`src/rtl/third_part_pkg.sv`:
```
// Shared widths, FSM encoding and GF(3)/GF(3^M)/GF(3^2M)/GF(3^6M) helpers for the
// final-exponentiation datapath. Trit encoding: 0=00, 1=01, 2=10.
package third_part_pkg;

   localparam int M  = 5;
   localparam int W2 = 2*M - 1;
   localparam int W4 = 4*M - 1;
   localparam int W6 = 12*M - 1;

   typedef enum logic [3:0] {
      CUBE = 4'b0001,
      HOLD = 4'b0010,
      MULT = 4'b0100,
      DONE = 4'b1000
   } state_e;

   function automatic logic [1:0] gf3_add(input logic [1:0] x, input logic [1:0] y);
      logic [2:0] s;
      s = {1'b0, x} + {1'b0, y};
      if (s >= 3'd3) s = s - 3'd3;
      return s[1:0];
   endfunction

   function automatic logic [1:0] gf3_mul(input logic [1:0] x, input logic [1:0] y);
      logic [1:0] r;
      if (x == 2'b00 || y == 2'b00) r = 2'b00;
      else if (x == y)              r = 2'b01;
      else                          r = 2'b10;
      return r;
   endfunction

   function automatic logic [W2:0] f3m_add(input logic [W2:0] x, input logic [W2:0] y);
      logic [W2:0] r;
      for (int i = 0; i < M; i++) r[2*i +: 2] = gf3_add(x[2*i +: 2], y[2*i +: 2]);
      return r;
   endfunction

   // Negation in this encoding is a swap of the two bits of every trit.
   function automatic logic [W2:0] f3m_neg(input logic [W2:0] x);
      logic [W2:0] r;
      for (int i = 0; i < M; i++) r[2*i +: 2] = {x[2*i], x[2*i+1]};
      return r;
   endfunction

   // Field polynomial t^5 + 2t + 1, so t^M folds back as t + 2.
   function automatic logic [W2:0] f3m_mul(input logic [W2:0] x, input logic [W2:0] y);
      logic [2*(2*M-1)-1:0] p;
      p = '0;
      for (int i = 0; i < M; i++)
         for (int j = 0; j < M; j++)
            p[2*(i+j) +: 2] = gf3_add(p[2*(i+j) +: 2], gf3_mul(x[2*i +: 2], y[2*j +: 2]));
      for (int k = 2*M-2; k >= M; k--) begin
         p[2*(k-M+1) +: 2] = gf3_add(p[2*(k-M+1) +: 2], p[2*k +: 2]);
         p[2*(k-M) +: 2]   = gf3_add(p[2*(k-M) +: 2], gf3_mul(2'b10, p[2*k +: 2]));
      end
      return p[W2:0];
   endfunction

   function automatic logic [W2:0] f3m_cube(input logic [W2:0] x);
      return f3m_mul(f3m_mul(x, x), x);
   endfunction

   // GF(3^2M) = GF(3^M)[s]/(s^2+1), packed {imag, real}.
   function automatic logic [W4:0] f32m_add(input logic [W4:0] u, input logic [W4:0] v);
      return {f3m_add(u[W4:W2+1], v[W4:W2+1]), f3m_add(u[W2:0], v[W2:0])};
   endfunction

   function automatic logic [W4:0] f32m_sub(input logic [W4:0] u, input logic [W4:0] v);
      return {f3m_add(u[W4:W2+1], f3m_neg(v[W4:W2+1])), f3m_add(u[W2:0], f3m_neg(v[W2:0]))};
   endfunction

   function automatic logic [W4:0] f32m_mul(input logic [W4:0] u, input logic [W4:0] v);
      logic [W2:0] re, im;
      re = f3m_add(f3m_mul(u[W2:0], v[W2:0]), f3m_neg(f3m_mul(u[W4:W2+1], v[W4:W2+1])));
      im = f3m_add(f3m_mul(u[W2:0], v[W4:W2+1]), f3m_mul(u[W4:W2+1], v[W2:0]));
      return {im, re};
   endfunction

   function automatic logic [W4:0] f32m_cube(input logic [W4:0] u);
      return {f3m_neg(f3m_cube(u[W4:W2+1])), f3m_cube(u[W2:0])};
   endfunction

   // GF(3^6M) = GF(3^2M)[r]/(r^3 - r - 1), packed {a2, a1, a0}.
   function automatic logic [W6:0] f36m_add(input logic [W6:0] x, input logic [W6:0] y);
      logic [W6:0] r;
      for (int i = 0; i < 3; i++) r[4*M*i +: 4*M] = f32m_add(x[4*M*i +: 4*M], y[4*M*i +: 4*M]);
      return r;
   endfunction

   function automatic logic [W6:0] f36m_scale(input logic [W6:0] x, input logic [W4:0] s);
      logic [W6:0] r;
      for (int i = 0; i < 3; i++) r[4*M*i +: 4*M] = f32m_mul(x[4*M*i +: 4*M], s);
      return r;
   endfunction

   function automatic logic [W6:0] f36m_mul_rho(input logic [W6:0] x);
      return {x[8*M-1:4*M], f32m_add(x[4*M-1:0], x[12*M-1:8*M]), x[12*M-1:8*M]};
   endfunction

   // Cross terms vanish in characteristic 3; r^3 = r+1 and r^6 = r^2+2r+1.
   function automatic logic [W6:0] f36m_cube(input logic [W6:0] x);
      logic [W4:0] c0, c1, c2;
      c0 = f32m_cube(x[4*M-1:0]);
      c1 = f32m_cube(x[8*M-1:4*M]);
      c2 = f32m_cube(x[12*M-1:8*M]);
      return {c2, f32m_sub(c1, c2), f32m_add(f32m_add(c0, c1), c2)};
   endfunction

endpackage

```
`src/rtl/f36m_cubic.sv`:
```
// GF(3^6M) cubing (Frobenius) with a single registered output stage.
module f36m_cubic
   import third_part_pkg::*;
(
   input  logic        clk,
   input  logic [W6:0] a,
   output logic [W6:0] c
);

   logic [W6:0] c_q;

   always_ff @(posedge clk) begin
      c_q <= f36m_cube(a);
   end

   assign c = c_q;

endmodule

```
`src/rtl/f36m_mult.sv`:
```
// GF(3^6M) multiplier: Horner over the r-coefficients of b, one per cycle.
// done rises three cycles after reset and holds until the next reset.
module f36m_mult
   import third_part_pkg::*;
(
   input  logic        clk,
   input  logic        reset,
   input  logic [W6:0] a,
   input  logic [W6:0] b,
   output logic [W6:0] c,
   output logic        done
);

   logic [W6:0] a_q, b_q, acc_q, acc_d;
   logic [1:0]  step_q, step_d;
   logic        done_q, done_d;
   logic [W4:0] bsel;

   always_comb begin
      unique case (step_q)
         2'd0:    bsel = b_q[12*M-1 -: 4*M];
         2'd1:    bsel = b_q[8*M-1 -: 4*M];
         default: bsel = b_q[4*M-1:0];
      endcase
   end

   always_comb begin
      acc_d  = acc_q;
      step_d = step_q;
      done_d = done_q;
      if (!done_q) begin
         acc_d  = f36m_add(f36m_mul_rho(acc_q), f36m_scale(a_q, bsel));
         step_d = step_q + 2'd1;
         if (step_q == 2'd2) done_d = 1'b1;
      end
   end

   always_ff @(posedge clk) begin
      if (reset) begin
         a_q    <= a;
         b_q    <= b;
         acc_q  <= '0;
         step_q <= 2'd0;
         done_q <= 1'b0;
      end else begin
         acc_q  <= acc_d;
         step_q <= step_d;
         done_q <= done_d;
      end
   end

   assign c    = acc_q;
   assign done = done_q;

endmodule

```
`src/rtl/third_part.sv`:
```
// Final exponentiation stage 3: c = a^(3^N_CUBE) * a. A reset pulse starts the run;
// done rises N_CUBE + 6 cycles after the (last) reset cycle. N_CUBE must be >= 1.
module third_part
   import third_part_pkg::*;
#(
   parameter int N_CUBE = M
) (
   input  logic        clk,
   input  logic        reset,
   input  logic [W6:0] a,
   output logic [W6:0] c,
   output logic        done
);

   localparam int CW = $clog2(N_CUBE + 1);

   state_e          state_q, state_d;
   logic [CW-1:0]   cnt_q, cnt_d;
   logic            first_q;
   logic            mreset_q, mreset_d;
   logic            done_q, done_d;
   logic [W6:0]     y_q, y_d;
   logic [W6:0]     c_q, c_d;
   logic [W6:0]     cub_in, cub_o, mprod;
   logic            mdone;

   assign cub_in = first_q ? a : cub_o;

   f36m_cubic u_cubic (
      .clk (clk),
      .a   (cub_in),
      .c   (cub_o)
   );

   f36m_mult u_mult (
      .clk   (clk),
      .reset (mreset_q),
      .a     (a),
      .b     (y_q),
      .c     (mprod),
      .done  (mdone)
   );

   // The multiplier's done is stale on the cycle its reset is applied, hence the mreset mask.
   always_comb begin
      state_d  = state_q;
      cnt_d    = cnt_q;
      mreset_d = 1'b0;
      done_d   = done_q;
      y_d      = y_q;
      c_d      = c_q;
      unique case (state_q)
         CUBE: begin
            cnt_d = cnt_q - CW'(1);
            if (cnt_q == CW'(1)) state_d = HOLD;
         end
         HOLD: begin
            y_d      = cub_o;
            mreset_d = 1'b1;
            state_d  = MULT;
         end
         MULT: begin
            if (mdone && !mreset_q) begin
               c_d     = mprod;
               done_d  = 1'b1;
               state_d = DONE;
            end
         end
         DONE: begin
            state_d = DONE;
         end
         default: state_d = CUBE;
      endcase
   end

   always_ff @(posedge clk) begin
      if (reset) begin
         state_q  <= CUBE;
         cnt_q    <= CW'(N_CUBE);
         first_q  <= 1'b1;
         mreset_q <= 1'b0;
         done_q   <= 1'b0;
      end else begin
         state_q  <= state_d;
         cnt_q    <= cnt_d;
         first_q  <= 1'b0;
         mreset_q <= mreset_d;
         done_q   <= done_d;
         y_q      <= y_d;
         c_q      <= c_d;
      end
   end

   assign c    = c_q;
   assign done = done_q;

endmodule
```
`config.mk`:
```
export PLATFORM = sky130hd
export DESIGN_NAME = third_part
export DESIGN_NICKNAME = d
export VERILOG_FILES = /design/src/rtl/third_part_pkg.sv /design/src/rtl/f36m_cubic.sv /design/src/rtl/f36m_mult.sv /design/src/rtl/third_part.sv
export SDC_FILE = /design/constraint.sdc
export NUM_CORES = 2
export LEC_CHECK = 0
export CAP_MARGIN = 0
export CORE_AREA = 2 2 473 475
export CTS_CLUSTER_SIZE = 16
export DETAILED_ROUTE_END_ITERATION = 8
export DIE_AREA = 0 0 475 477
export SYNTH_ARGS = -nofsm -noshare
export SYNTH_HDL_FRONTEND = slang
export SYNTH_SLANG_ARGS = --single-unit
export TNS_END_PERCENT = 20
```
`constraint.sdc`:
```
create_clock -name clk -period 22.1 [get_ports clk]
set_input_delay 4.42 -clock clk [delete_from_list [all_inputs] [get_ports clk]]
set_output_delay 4.42 -clock clk [all_outputs]
set_load 0.02 [all_outputs]
```
### Word level (Yosys, flattened, before mapping)

Index checks and enable logic that the tools add are counted.

| cells by class | value |
|---|---|
| muxes and demuxes | 3047 |
| $lt $le $gt $ge | 892 |
| bitwise logic cells | 1 |
| reductions and logical operators | 713 |
| add/sub/neg operators | 1570 |
| eq/ne operators | 675 |

Operators by type and width:

| kind | count |
|---|---|
| $mux 2 | 3008 |
| $ge 3x2->1 const B | 676 |
| $add 2x2->3 | 658 |
| $sub 2x2->2 const B | 881 |
| $eq 2x2->1 | 570 |
| $logic_or 1x1->1 | 510 |
| $ge 2x2->1 const B | 205 |
| $logic_not 2->1 | 197 |
| $eq 2x2->1 const A | 96 |
| $mux 60 | 1 |
| $add 2x1->3 | 18 |
| $pmux 20 s2 | 1 |
| $mux 1 | 34 |
| $ge 1x2->1 const B | 11 |
| $sub 1x2->2 const B | 11 |
| $pmux 4 s4 | 1 |
| $mux 4 | 2 |
| $reduce_and 2->1 | 3 |
| $eq 4x1->1 const B | 1 |
| $eq 4x2->1 const B | 1 |
| $eq 4x3->1 const B | 1 |
| $eq 4x4->1 const B | 1 |
| $ne 2x2->1 const B | 2 |
| $eq 3x1->1 const B | 1 |
| other kinds (8) | 8 |

| word-level totals | value |
|---|---|
| output and inout bits | 61 |
| input bits | 62 |
| flip-flop bits (word level) | 373 |

### Depth between registers and ports, before layout

| logic depth | value |
|---|---|
| depth in word-level cells | 47 |
| mapped depth | 83 |
| mapped depth without buffers | 76 |

### By module

Synthesis repeated with hierarchy kept, for this count alone.

| second synthesis, totals | value |
|---|---|
| cells, all modules | 10839 |
| area, all modules | 89140.5 um^2 |

Modules (own cells, without submodules):

| module | cells each | instances | area an instance (um^2) | sequential area each (um^2) |
|---|---|---|---|---|
| f36m_mult | 5851 | 1 | 47720.8 | 4864.7 |
| f36m_cubic | 4755 | 1 | 36643.9 | 1201.2 |
| third_part | 233 | 1 | 4775.8 | 3803.6 |

### Worst setup path after synthesis

Ideal clock, no wire load.

| timing | value |
|---|---|
| path kind | input -> register |
| start | input port a[35] |
| end | register u_cubic.c_q[19] (netlist: u_cubic.c[19]) |
| buffers on the path | 4 |
| arrival time | 19.530 ns |
| cell stages on the path | 75 |
| slack | 2.456 ns |
| path through | mux2i_1 > buf_2 > buf_1 > nand2_1 > o32ai_1 > ha_1 > fa_1 > ha_1 > nor2_1 > nand3b_1 > o21ai_0 > ha_1 > fa_1 > ha_1 > nor2_1 > nand3b_1 > o21ai_0 > ha_1 > [39 not listed] > inv_1 > fa_1 > inv_1 > ha_1 > nor2b_1 > a21oi_1 > a21oi_1 > ha_1 > fa_1 > ha_1 > nor2_1 > nand3b_1 > o21ai_0 > ha_1 > fa_1 > ha_1 > or3_1 > o21a_1 |

| between the ends | value |
|---|---|
| cells in the longest elaborated chain, start to end | 45 |
| elaborated cells on any way between the ends | 192 |
| classes of those cells | add/sub: 60; order compare: 32; eq/ne: 16; mux: 66; reduce/logical: 18 |

RTL lines:

| element | RTL line | RTL |
|---|---|---|
| from (decl) | third_part.sv:10 | `input logic [W6:0] a,` |
| $mux 60 * | third_part.sv:27 | `assign cub_in = first_q ? a : cub_o;` |
| $eq 2x2->1 or $logic_not 2->1 (tied branches) | third_part_pkg.sv:27, third_part_pkg.sv:26 |  |
| $mux 2 or $logic_or 1x1->1 (tied branches) | third_part_pkg.sv:27, third_part_pkg.sv:26 |  |
| $mux 2 | third_part_pkg.sv:26 | `if (x == 2'b00 \|\| y == 2'b00) r = 2'b00;` |
| $add 2x2->3, or another cell as far along | third_part_pkg.sv:19 | `s = {1'b0, x} + {1'b0, y};` |
| $ge 3x2->1, or another cell as far along | third_part_pkg.sv:20 | `if (s >= 3'd3) s = s - 3'd3;` |
| $mux 2 or $add 2x1->3 (tied branches) | third_part_pkg.sv:20, third_part_pkg.sv:19 |  |
| $add 2x2->3, or another cell as far along | third_part_pkg.sv:19 |  |
| [29 not listed] | -- |  |
| $ge 3x2->1 or $sub 2x2->2 (tied branches) | third_part_pkg.sv:20 |  |
| $mux 2 * | third_part_pkg.sv:20 |  |
| $add 2x2->3 * | third_part_pkg.sv:19 |  |
| $ge 3x2->1 or $sub 2x2->2 (tied branches) | third_part_pkg.sv:20 |  |
| $mux 2 * | third_part_pkg.sv:20 |  |
| $add 2x2->3 * | third_part_pkg.sv:19 |  |
| $ge 3x2->1 or $sub 2x2->2 (tied branches) | third_part_pkg.sv:20 |  |
| $mux 2 * | third_part_pkg.sv:20 |  |
| to (signal assigned) | f36m_cubic.sv:13 | `c_q <= f36m_cube(a);` |
| to (decl) | f36m_cubic.sv:10 | `logic [W6:0] c_q;` |

Every way passes the cells marked *; elsewhere a longest branch is shown, timed or not.
A chain may end at the register's enable or synchronous reset.

### Worst setup path after layout

| timing | value |
|---|---|
| start | input port a[38] |
| end | register u_cubic.c_q[19] (netlist: u_cubic.c[19]) |

| between the ends | value |
|---|---|
| cells in the longest elaborated chain, start to end | 47 |
| elaborated cells on any way between the ends | 197 |
| classes of those cells | add/sub: 57; order compare: 32; eq/ne: 18; mux: 70; reduce/logical: 20 |

RTL lines:

| element | RTL line |
|---|---|
| $mux 60 * | third_part.sv:27 |
| $eq 2x2->1 or $logic_not 2->1 (tied branches) | third_part_pkg.sv:27, third_part_pkg.sv:26 |
| $mux 2 or $logic_or 1x1->1 (tied branches) | third_part_pkg.sv:27, third_part_pkg.sv:26 |
| $mux 2 | third_part_pkg.sv:26 |
| $sub 2x2->2 or $ge 2x2->1 (tied branches) | third_part_pkg.sv:20 |
| $mux 2 | third_part_pkg.sv:20 |
| $add 2x2->3 | third_part_pkg.sv:19 |
| $ge 3x2->1 or $sub 2x2->2 (tied branches) | third_part_pkg.sv:20 |
| [31 not listed] | -- |
| $ge 3x2->1 or $sub 2x2->2 (tied branches) | third_part_pkg.sv:20 |
| $mux 2 * | third_part_pkg.sv:20 |
| $add 2x2->3 * | third_part_pkg.sv:19 |
| $ge 3x2->1 or $sub 2x2->2 (tied branches) | third_part_pkg.sv:20 |
| $mux 2 * | third_part_pkg.sv:20 |
| $add 2x2->3 * | third_part_pkg.sv:19 |
| $ge 3x2->1 or $sub 2x2->2 (tied branches) | third_part_pkg.sv:20 |
| $mux 2 * | third_part_pkg.sv:20 |

Marks and branches as above.

==> impl_results.md <==
* Input/output buffers at 122
* Net Count, Synth at 12782
* Initial antenna violation count at 14
* Via-to-Cell Ratio at 5.69
* CTS root buf: clkbuf_16
* Arr. time, crit path at 21.33 ns
* Layout Skew at 0.0219 ns
* Clk buf depth at 3
* Starting density of the core at 0.398
* Cell accounting for the most synthesized area: ha_1
* Worst setup EP type: flop
* Drt pass-1 iters at 7
* Slowest-stage cell, CP: o21ai_0
* Post-CTS Setup Bufs at 0
* Clock-pin slew on the worst setup and hold paths at 0.06 ns
* Routed wire per std cell at 19.0 um
* Hold Vio Cnt, Final at 0
* Synth top area cells: ha_1, fa_1, edfxtp_1, xnor2_1, o21ai_0
* Clock H-tree levels at 2
* Final setup fails at 0
* First-pass GRT wire length at 411 mm
* Minimum clock period at 20.78 ns
* Synth Cell Area at 88100 um2
* Worst Path Required at 22.65 ns
* Gp weighted congestion at 0.878
* Total grt overflow at 0
* Top cell type's share of synthesized area at 0.186
* TritonCTS clock tree: done
* Placed cells at 13546
* Total negative setup slack at 0 ns
* Setup crit start kind: primary input
* Flops & latches, synth at 373
* Nets at 12649
* RSZ-0062 raised after global routing: false
* Status: complete, no violations
* Final ANT Viol Nets at 0
* Max cap viols at 0
* TritonCTS Buffers at 45
* Post-synth EDFFs at 240
* DRC Markers at 0
* Hold Path Class: flop to flop
* Largest net degree at the start of global routing at 99
* Largest delay share family, worst path: adder cells
* Routed WL at 260 mm
* Synth Area per Inst at 8.19 um2
* Worst Path Buf+Inv at 6
* Num rows at 173
* Hpwl dp at 201 mm
* GRT Total Usage at 0.225
* CP peak stage delay at 0.74 ns
* CP Max Fanout at 12
* Final design utilization at 0.426
* Final Max Tran Viols at 0
* Placed Area at 92700 um2
* Core area at 221000 um2
* Vias in the first global route at 75974
* Most frequent CP cell: ha_1
* Die Area at 227000 um2
* Clk sinks at 373
* Worst setup path class: primary input to flop
* Top FF cell, synth: edfxtp_1
* Fmax at 0.0481 GHz
* Worst Tran Pin Value at 1.12 ns
* Routed via count at 77585
* Unique masters post-synth at 93
* Yosys warns at 0
* Die height at 477 um
* Layout area overhead at 7.01%
* Cells after Synth at 10751
* Finished Cell Area at 94300 um2
* Final period utilization at 0.940
* Hold_buf cts at 0
* Cts repair resizes at 0
* Final cell count without fillers at 13633
* Register area share after synthesis at 0.112
* Max_slew headroom at 0.244
* Proportion of layout cells with a drive suffix above 1 at 0.0461
* Chip Width at 475 um
* Synth async-reset ratio at 0
* Io pins at 123
* Worst skew pair latency at 0.66 ns
* DRT iter0 DRCs at 5433
layout by cell type (no fill, tap or decap), types with 13 or more instances in the layout:
cell             Yosys  layout
mux2i_1             74      52
a21o_1              14      14
nor3_1             333     333
or3_1               43      43
a22oi_1             25      25
inv_1              937     937
edfxtp_1           240     240
o21a_1             126     126
o32ai_1            305     305
mux2_2              48      48
nand3b_1           397     397
xor2_1             270     270
o21bai_1            21      21
buf_4                9     225
a211oi_1            13      13
nand2_1            894     874
xnor2_1            822     822
fa_1               660     660
dfxtp_1            133     130
o21ai_0            910     909
nand3_1            475     475
nand2_2              3      13
nor2b_1            245     245
o32a_1             177     177
clkbuf_16            0      46
ha_1              1309    1309
nor3b_1            161     161
a21oi_1            479     479
o22ai_1             32      32
clkdlybuf4s50_1      0     122
or4b_2              20      20
nand2b_1            94      94
nor2_1             797     796
mux2i_2             14      36
cells by family (layout without fill, tap and decap cells):
| group | count (synthesis) | after routing | share of synthesized area |
|---|---|---|---|
| other | 0 | 3 | 0 |
| adder cells (fa/ha/maj) | 1975 | 1975 | 0.337 |
| buffers and inverters | 1467 | 1371 | 0.0652 |
| AND/OR/NAND/NOR | 3512 | 3512 | 0.200 |
| AO/OA/AOI/OAI | 2172 | 2172 | 0.156 |
| multiplexers | 152 | 152 | 0.0203 |
| XOR/XNOR | 1100 | 1100 | 0.110 |
| flip-flops | 373 | 373 | 0.112 |
final timing paths:
path                                                 end  slack (ns)  depth (start not counted)               from
worst max-delay path               u_cubic.c[19]$_DFF_P_        1.32                         74              a[38]
worst min-delay path            u_mult.b_q[55]$_DFFE_PP_        0.41                          0  y_q[55]$_DFFE_PP_
worst min register to register  u_mult.b_q[55]$_DFFE_PP_        0.41                          0  y_q[55]$_DFFE_PP_
worst max register to register      u_cubic.c[7]$_DFF_P_        3.57                         76    first_q$_DFF_P_
routing by layer:
metal,track usage,routed length [um]
met1,0.292,113000
met3,0.0240,15200
met4,0.0851,10700
met5,0,103
met2,0.382,121000
sequential cells by signal, indices dropped and copies added, names as in the netlist:
signal	flops
c	60
cnt_q	3
done	1
first_q	1
mreset_q	1
state_q	4
u_cubic.c	60
u_mult.a_q	60
u_mult.b_q	60
u_mult.c	60
u_mult.done	1
u_mult.step_q	2
y_q	60
Yosys cell counts (48+ instances only):
library cell	number
nor3b_1	161
fa_1	660
clkbuf_1	378
nand2_1	894
o21a_1	126
nor2b_1	245
nor2_1	797
a21oi_1	479
nand3_1	475
mux2i_1	74
edfxtp_1	240
nand2b_1	94
xnor2_1	822
nor3_1	333
ha_1	1309
buf_2	80
mux2_2	48
dfxtp_1	133
o32a_1	177
xor2_1	270
nand3b_1	397
inv_1	937
o32ai_1	305
buf_1	48
o21ai_0	910
metrics by stage:
stage	worst slack (ns)	hold slack, ns
after floorplan	2.46	0.400
after global placement	1.13	0.401
after detailed placement	0.846	0.405
after CTS	1.50	0.416
after global routing	0.235	0.422
final	1.32	0.414
final cells by class:
| class | instances | area (um2) |
|---|---|---|
| clock inverters | 31 | 334 |
| multi-input cells | 8911 | 72700 |
| well taps | 2975 | 3720 |
| flip-flops and latches | 373 | 9880 |
| diodes | 3 | 7.51 |
| inverters | 940 | 3530 |
| clock buffers | 53 | 1210 |
| repair buffers | 347 | 2910 |
| fillers | 21737 | 127000 |
Power is left out: the tool's default activity adds up to more than one toggle a clock period on the data nets, which glitch-free logic cannot reach.
